**src/rtl/rf_write_arbiter.sv**
```systemverilog
`default_nettype none
// ============================================================================
//  Module   : rf_write_arbiter
//  Function : Round-robin arbiter sharing the single register-file write port
//             between the ALU/immediate path (req0) and the load/MAC path
//             (req1). One-entry holding buffer per requester, registered write
//             stage, pending-write mask for hazard stalls, x0-drop counter.
//  Revision : 1.0 - initial release
// ============================================================================
module rf_write_arbiter #(
  parameter int DATA_W = 32,
  parameter int ADDR_W = 5,
  parameter int CNT_W  = 8
) (
  input  logic                 clock,
  input  logic                 reset,
  input  logic                 req0_valid,
  output logic                 req0_ready,
  input  logic [ADDR_W-1:0]    req0_rd,
  input  logic [DATA_W-1:0]    req0_data,
  input  logic                 req1_valid,
  output logic                 req1_ready,
  input  logic [ADDR_W-1:0]    req1_rd,
  input  logic [DATA_W-1:0]    req1_data,
  output logic                 regwrite,
  output logic [ADDR_W-1:0]    rd,
  output logic [DATA_W-1:0]    write_data,
  output logic [2**ADDR_W-1:0] pend_mask,
  output logic [CNT_W-1:0]     drop_count
);

  localparam logic [CNT_W-1:0] c_cnt_max = {CNT_W{1'b1}};

  // Holding buffers
  logic              r_full0, r_full1;
  logic [ADDR_W-1:0] r_rd0, r_rd1;
  logic [DATA_W-1:0] r_data0, r_data1;
  // 1 = requester 1 was granted last, so requester 0 wins the next tie
  logic              r_last;

  logic              w_grant0, w_grant1;
  logic              w_acc0, w_acc1;
  logic              w_load0, w_load1;
  logic              w_drop0, w_drop1;
  logic [1:0]        w_drops;
  logic [CNT_W:0]    w_cnt_sum;
  logic [CNT_W-1:0]  w_cnt_next;

  // Grant depends only on buffer occupancy and the last-grant pointer
  assign w_grant0 = r_full0 & (~r_full1 | r_last);
  assign w_grant1 = r_full1 & (~r_full0 | ~r_last);

  // A buffer can accept when empty or when it is being drained this edge
  assign req0_ready = ~r_full0 | w_grant0;
  assign req1_ready = ~r_full1 | w_grant1;

  assign w_acc0  = req0_valid & req0_ready;
  assign w_acc1  = req1_valid & req1_ready;
  assign w_drop0 = w_acc0 & (req0_rd == '0);
  assign w_drop1 = w_acc1 & (req1_rd == '0);
  assign w_load0 = w_acc0 & (req0_rd != '0);
  assign w_load1 = w_acc1 & (req1_rd != '0);

  // Both requesters may drop an x0 write on the same edge, so add up to 2
  assign w_drops    = {1'b0, w_drop0} + {1'b0, w_drop1};
  assign w_cnt_sum  = {1'b0, drop_count} + {{(CNT_W-1){1'b0}}, w_drops};
  assign w_cnt_next = w_cnt_sum[CNT_W] ? c_cnt_max : w_cnt_sum[CNT_W-1:0];

  // Registered write stage feeding the register file, plus round-robin pointer
  always_ff @(posedge clock or negedge reset) begin
    if (!reset) begin
      regwrite   <= 1'b0;
      rd         <= '0;
      write_data <= '0;
      r_last     <= 1'b1;
    end else begin
      regwrite <= w_grant0 | w_grant1;
      if (w_grant0) begin
        rd         <= r_rd0;
        write_data <= r_data0;
        r_last     <= 1'b0;
      end else if (w_grant1) begin
        rd         <= r_rd1;
        write_data <= r_data1;
        r_last     <= 1'b1;
      end
    end
  end

  // Holding buffers: drain on grant, reload on accept (reload wins same edge)
  always_ff @(posedge clock or negedge reset) begin
    if (!reset) begin
      r_full0 <= 1'b0;
      r_rd0   <= '0;
      r_data0 <= '0;
      r_full1 <= 1'b0;
      r_rd1   <= '0;
      r_data1 <= '0;
    end else begin
      if (w_grant0) r_full0 <= 1'b0;
      if (w_load0) begin
        r_full0 <= 1'b1;
        r_rd0   <= req0_rd;
        r_data0 <= req0_data;
      end
      if (w_grant1) r_full1 <= 1'b0;
      if (w_load1) begin
        r_full1 <= 1'b1;
        r_rd1   <= req1_rd;
        r_data1 <= req1_data;
      end
    end
  end

  // Saturating count of accepted writes to x0
  always_ff @(posedge clock or negedge reset) begin
    if (!reset) begin
      drop_count <= '0;
    end else if (w_drop0 | w_drop1) begin
      drop_count <= w_cnt_next;
    end
  end

  // Registers with a write buffered or staged, for decode hazard stalls
  always_comb begin
    pend_mask = '0;
    if (r_full0)  pend_mask[r_rd0] = 1'b1;
    if (r_full1)  pend_mask[r_rd1] = 1'b1;
    if (regwrite) pend_mask[rd]    = 1'b1;
  end

endmodule
`default_nettype wire

```
**config.mk**
```make
export PLATFORM = sky130hd
export DESIGN_NAME = rf_write_arbiter
export DESIGN_NICKNAME = d
export VERILOG_FILES = /design/src/rtl/rf_write_arbiter.sv
export SDC_FILE = /design/constraint.sdc
export NUM_CORES = 1
export LEC_CHECK = 0
export ABC_AREA = 1
export BUFFER_PORTS_ARGS = -buffer_cell sky130_fd_sc_hd__buf_2
export CAP_MARGIN = 20
export CORE_ASPECT_RATIO = 2
export CORE_UTILIZATION = 40
export DETAILED_ROUTE_END_ITERATION = 6
export PLACE_DENSITY = 0.72
export SYNTH_ARGS = -nofsm -noshare
export SYNTH_HDL_FRONTEND = slang
export SYNTH_SLANG_ARGS = --single-unit
export TNS_END_PERCENT = 100
```
**constraint.sdc**
```tcl
create_clock -name clock -period 3.19 [get_ports clock]
set_clock_uncertainty 0.05 [all_clocks]
set_input_delay 0.4785 -clock clock [delete_from_list [all_inputs] [get_ports clock]]
set_output_delay 0.4785 -clock clock [all_outputs]
set_load 0.01 [all_outputs]
```
==> results.txt, run 1 <==
largest net degree at the start of global routing - 78
Avg Inst Size Synth - 7.82 um2
final hold viol count - 0
largest area contributor in the netlist - dfrtp_1
first-pass GRT wire length - 29300 um
PortBufs - 157
RSZ-0062 raised after global routing - false
most frequent cells in the layout - 233 x nand2_1, 156 x buf_2, 151 x nand3_1, 122 x dfrtp_1, 100 x inv_1
Layout area overhead - 25.8%
Worst EP arrival - 2.25 ns
DRC viols - 0
GRT Util Overall - 23.4%
Die H - 178 um
drt via density - 5.12
DRT Pass-1 Iters - 5
Max clock buf depth - 2
Worst-Margin Slew - 0.810 ns
FILL cells - 1525
fin cells - 1162
status - completed
routability cong. - 0.932
# nets final - 1029
sequential element share of the synthesized area - 49.6%
initial core utilization - 40.8%
share of cells above drive strength 1 - 25.4%
max-slew violations - 0
hold buffer count at CTS - 0
dpl ws - 0.614 ns
placed cells - 1128
setup_tns - 0 ns
clock root buffer master - clkbuf_16
final HPWL from detailed placement - 12700 um
Total Die Area - 16000 um2
CP Max Fanout - 37
worst-skew pair later-pin latency - 0.41 ns
Req. time, crit path - 2.66 ns
drt total wl - 18000 um
FF-to-FF Start - r_last
IO Count - 158
Sink Count - 123
Cell variety after synth - 26
Setup WS post-layout - 0.413 ns
post-synth net total - 873
Yosys reg bits - 123
Final min period - 2.78 ns
Resize count post-CTS - 0
pwr dens - 864 nW/um2
warnings from Yosys - 0
Tcrit/Tclk final - 87.1%
Worst slew margin - 45.9%
vias in the first global route - 5893
area taken by multi-input logic gates - 2550 um2
flip-flop and latch area - 3080 um2
clock slew at reported path FFs - 0.05 ns
R2R Setup Slk - 0.67 ns
R2R depth - 14
core area - 15200 um2
reg2reg end - drop_count[4]
Synth Instances - 793
drt wl/cell - 15.5 um
FP Rows - 64
largest cells by area after synthesis - dfrtp_1 49%, nand2_1 14%, nand3_1 12%, inv_1 6.1%, o21ai_1 4.1%
Hold Path Class - input pin to async pin
Min Hold Slack - 0.0204 ns
Setup violations, final - 0
final antenna-violating net count - 0
die span in x - 90.1 um
Mapped Area - 6200 um2
Max Cap Viol - 0
CTS tree - yes
CTS HTree Levels - 4
Worst VDD drop - 412 uV
First DRT Iteration DRCs - 326
routed vias - 5944
Num CTS Buffers - 17
CP Class - flip-flop to output port
Highest Clock Rate - 360 MHz
crit start category - flip-flop
total chip power - 6.74 mW
setup bufs post-CTS - 0
Lkg Pwr - 4.15 nW
most common cell after layout, fill and taps aside - nand2_1
Yosys top cell area share - 49.2%
crit path capture type - output port
initial antenna violation count - 2
gr ovfl total - 0
## registers in the layout, indices dropped and copies added (netlist names)
name,cells
rd,5
r_last,1
r_data0,32
drop_count,8
r_rd1,5
r_full1,1
regwrite,1
write_data,32
r_data1,32
r_rd0,5
r_full0,1
## synth_stat cells, drive strengths merged
| master | count |
|---|---|
| buf | 24 |
| o221ai | 5 |
| dfstp | 1 |
| nand3 | 153 |
| nor3 | 34 |
| ha | 1 |
| nor2 | 9 |
| xnor2 | 1 |
| or2 | 2 |
| inv | 103 |
| nand2 | 246 |
| clkbuf | 10 |
| fa | 1 |
| a21oi | 2 |
| dfrtp | 122 |
| o21ai | 79 |
## power breakdown
part | total (mW) | switching [mW] | internal [mW]
Combinational | 2.27 | 1.48 | 0.783
Sequential | 2.48 | 0.409 | 2.07
Clock | 1.99 | 0.719 | 1.28
## layer usage
layer | GRT usage (%) | up-vias | part of all wire [%]
met5 | 0 | - | 0
met2 | 41.7 | 234 | 53
li1 | - | 2881 | -
met1 | 25.3 | 2763 | 36
met4 | 14.6 | 0 | 5.5
met3 | 4.77 | 66 | 5.2
## critical path, stage by stage (launching register included)
cell,delay (ns)
dfrtp_1,0.49
inv_2,0.38
nor3_2,0.59
nand2_1,0.10
nand3_1,0.12
buf_2,0.14
## how the worst max path moves through the flow
stage          cells past startpoint  slack, ns  startpoint            end
2_1_floorplan                     13       0.93      r_last  drop_count[3]
3_3_place_gp                      14       0.70  req1_rd[0]  drop_count[4]
3_5_place_dp                      14       0.61  req1_rd[0]  drop_count[6]
4_1_cts                            5       0.42     r_full1  pend_mask[12]
5_1_grt                            5       0.25     r_full1  pend_mask[12]
6_report                           5       0.41     r_full1   pend_mask[2]
## cell type report
| class | count | share of cell area, % |
|---|---|---|
| diodes | 2 | 0.0641 |
| clock buffers | 19 | 5.80 |
| clock inverters | 13 | 2.12 |
| inverters | 103 | 4.95 |
| multi-input cells | 533 | 32.7 |
| flip-flops and latches | 123 | 39.4 |
| well taps | 198 | 3.17 |
| repair buffers | 171 | 11.8 |
## logic make-up after synthesis
family / count (synthesis) / share of synthesized area, %
xor gates and xnor gates: 1 / 0.141
adders and majority gates: 2 / 0.524
AOI/OAI and AO/OA: 86 / 8.03
buffers and inverters: 137 / 9.82
DFF: 123 / 49.6
and+or+nand+nor: 444 / 31.8
## metrics by stage
| stage | utilization, % | cell area [um2] |
|---|---|---|
| floorplan | - | 6200 |
| global placement | 47.2 | 7180 |
| detailed placement | 47.2 | 7180 |
| CTS | 51.3 | 7800 |
| global route | 51.3 | 7810 |
| finish | 51.3 | 7810 |
Power figures use the tool's default switching activity.
==> run 2, diff against run 1 <==
--- a/config.mk
+++ b/config.mk
@@ -9,6 +9,7 @@
 export BUFFER_PORTS_ARGS = -buffer_cell sky130_fd_sc_hd__buf_2
 export CAP_MARGIN = 20
 export CORE_ASPECT_RATIO = 2
+export CORE_MARGIN = 8
 export CORE_UTILIZATION = 40
 export DETAILED_ROUTE_END_ITERATION = 6
 export PLACE_DENSITY = 0.72
==> run 2 against run 1 <==
Effect of this change: combinational power hardly changed; critical endpoint is now pend_mask[1]; highest routed layer unchanged; wire length is 4.4% higher; critical path type unchanged; fmax is 0.31% higher.
==> results.txt, run 2 (synthesis gave the netlist of run 1 again) <==
Num CTS Buffers - 17 (unchanged)
drt wl/cell - 16.2 um (+4.4%)
crit path capture type - output port
final hold viol count - 0 (unchanged)
placed cells - 1129 (+0.089%)
PortBufs - 157 (unchanged)
core area - 15200 um2 (unchanged)
Die H - 192 um (+7.9%)
# nets final - 1030 (+0.097%)
largest net degree at the start of global routing - 56 (-28%)
CTS HTree Levels - 4 (unchanged)
fin cells - 1161 (-0.086%)
grt met3 use - 4.20% (-0.57 points)
DRT Pass-1 Iters - 7 (+2)
routed vias - 5878 (-1.1%)
Worst VDD drop - 413 uV (+0.22%)
Setup violations, final - 0 (unchanged)
Tcrit/Tclk final - 86.8% (-0.27 points)
clock root buffer master - clkbuf_16
flip-flop and latch area - 3080 um2 (unchanged)
gr ovfl total - 0 (unchanged)
crit path to - pend_mask[1]
setup_tns - 0 ns (unchanged)
die span in x - 104 um (+16%)
vias in the first global route - 5942 (+0.83%)
Lkg Pwr - 4.15 nW (-0.21%)
hold buffer count at CTS - 0 (unchanged)
Highest Clock Rate - 361 MHz (+0.31%)
Resize count post-CTS - 0 (unchanged)
R2R Setup Slk - 0.66 ns (about the same)
FP Rows - 64 (unchanged)
final antenna-violating net count - 0 (unchanged)
drt total wl - 18800 um (+4.4%)
grt peak-use layer - met2
Sink Count - 123 (unchanged)
area taken by multi-input logic gates - 2550 um2 (unchanged)
Final min period - 2.77 ns (-0.00869 ns)
CP Class - flip-flop to output port
CP Max Fanout - 20 (-46%)
Worst slew margin - 52.2% (+6.3 points)
drt via density - 5.06 (-1.0%)
RSZ-0062 raised after global routing - false
crit start category - flip-flop
Setup WS post-layout - 0.422 ns (+0.00869 ns)
M2 GR Usage - 34.3% (-7.4 points)
initial antenna violation count - 0 (-2)
Total Die Area - 20000 um2 (+25%)
Min Hold Slack - 0.0482 ns (+0.0278 ns)
share of cells above drive strength 1 - 25.4% (+0.078 points)
pwr dens - 859 nW/um2 (-0.49%)
most frequent cells in the layout - 233 x nand2_1, 156 x buf_2, 151 x nand3_1, 122 x dfrtp_1, 99 x inv_1
IO Count - 158 (unchanged)
DRC viols - 0 (unchanged)
Req. time, crit path - 2.66 ns (about the same)
FILL cells - 1543 (+1.2%)
Layout area overhead - 25.6%
largest registers - r_data0 (32), r_data1 (32), write_data (32)
GRT Util Overall - 18.8% (-4.6 points)
CTS tree - yes
Max clock buf depth - 2 (unchanged)
CP startpoint - r_full0
first-pass GRT wire length - 30200 um (+3.1%)
Worst-Margin Slew - 0.714 ns (-0.0959 ns)
First DRT Iteration DRCs - 280 (-14%)
diode count - 0 (-2)
initial core utilization - 40.8% (unchanged)
most common cell after layout, fill and taps aside - nand2_1
dpl ws - 0.630 ns (+0.0154 ns)
reg2reg end - drop_count[3]
routability cong. - 0.915 (-1.8%)
final HPWL from detailed placement - 13800 um (+8.6%)
Hold Path Class - input pin to async pin
worst-skew pair later-pin latency - 0.41 ns (about the same)
post-layout util - 51.2% (-0.082 points)
met1 usage - 19.2% (-6.0 points)
Max Cap Viol - 0 (unchanged)
Worst EP arrival - 2.24 ns (about the same)
setup bufs post-CTS - 0 (unchanged)
R2R depth - 14 (unchanged)
status - completed
FF-to-FF Start - r_last
clock slew at reported path FFs - 0.06 ns (about the same)
max-slew violations - 0 (unchanged)
run 2: cell count changes in the layout (fill, tap and decap cells not counted):
cell	change
clkinv_1	+1
bufinv_16	-1
buf_4	+1
inv_1	-1
diode_2	-2
inv_8	+2
clkinv_2	-3
inv_6	+4
clkbuf_8	-2
run 2: worst max-delay path, cell delays in order, from the launching register on:
cell and delay [ns]:
dfrtp_1 0.45, clkinv_1 0.22, buf_4 0.28, nor3_2 0.53, nand2_1 0.09, nand3_1 0.12
buf_2 0.14
run 2: area by class of cell:
type / count / share of cell area (%)
clock inverter: 15 / 2.28
multi-input combinational: 533 / 32.7
inverter: 103 / 4.96
tap: 198 / 3.18
clock buffer: 17 / 5.46
timing repair buffer: 172 / 11.9
sequential: 123 / 39.5
run 2: how the worst min path moves through the flow:
stage | to | slack (ns) | depth (start not counted)
detailed placement | r_data0[27] | 0.42 | 2
finish | r_data0[24] | 0.05 | 1
floorplan | drop_count[0] | 0.13 | 0
CTS | r_data1[27] | 0.08 | 1
global placement | r_data0[22] | 0.42 | 2
global route | r_data0[24] | 0.11 | 1
run 2: where the power goes:
part	internal, mW	total (mW)	switching (mW)
sequential	2.07	2.46	0.395
combinational	0.783	2.29	1.51
clock	1.18	1.94	0.762
total	4.03	6.70	2.67
run 2: per-layer routing:
| metal | vias to the layer above | part of all wire, % |
|---|---|---|
| met5 | - | 0 |
| met2 | 187 | 54 |
| met4 | 0 | 4.5 |
| li1 | 2879 | - |
| met3 | 39 | 5.0 |
| met1 | 2773 | 36 |
run 2: through the flow:
stage               power [mW]  area (um2)
finish                    6.70        7790
global route              7.10        7790
CTS                       6.76        7790
detailed placement        4.78        7190
global placement          4.75        7190
floorplan                 3.81        6200
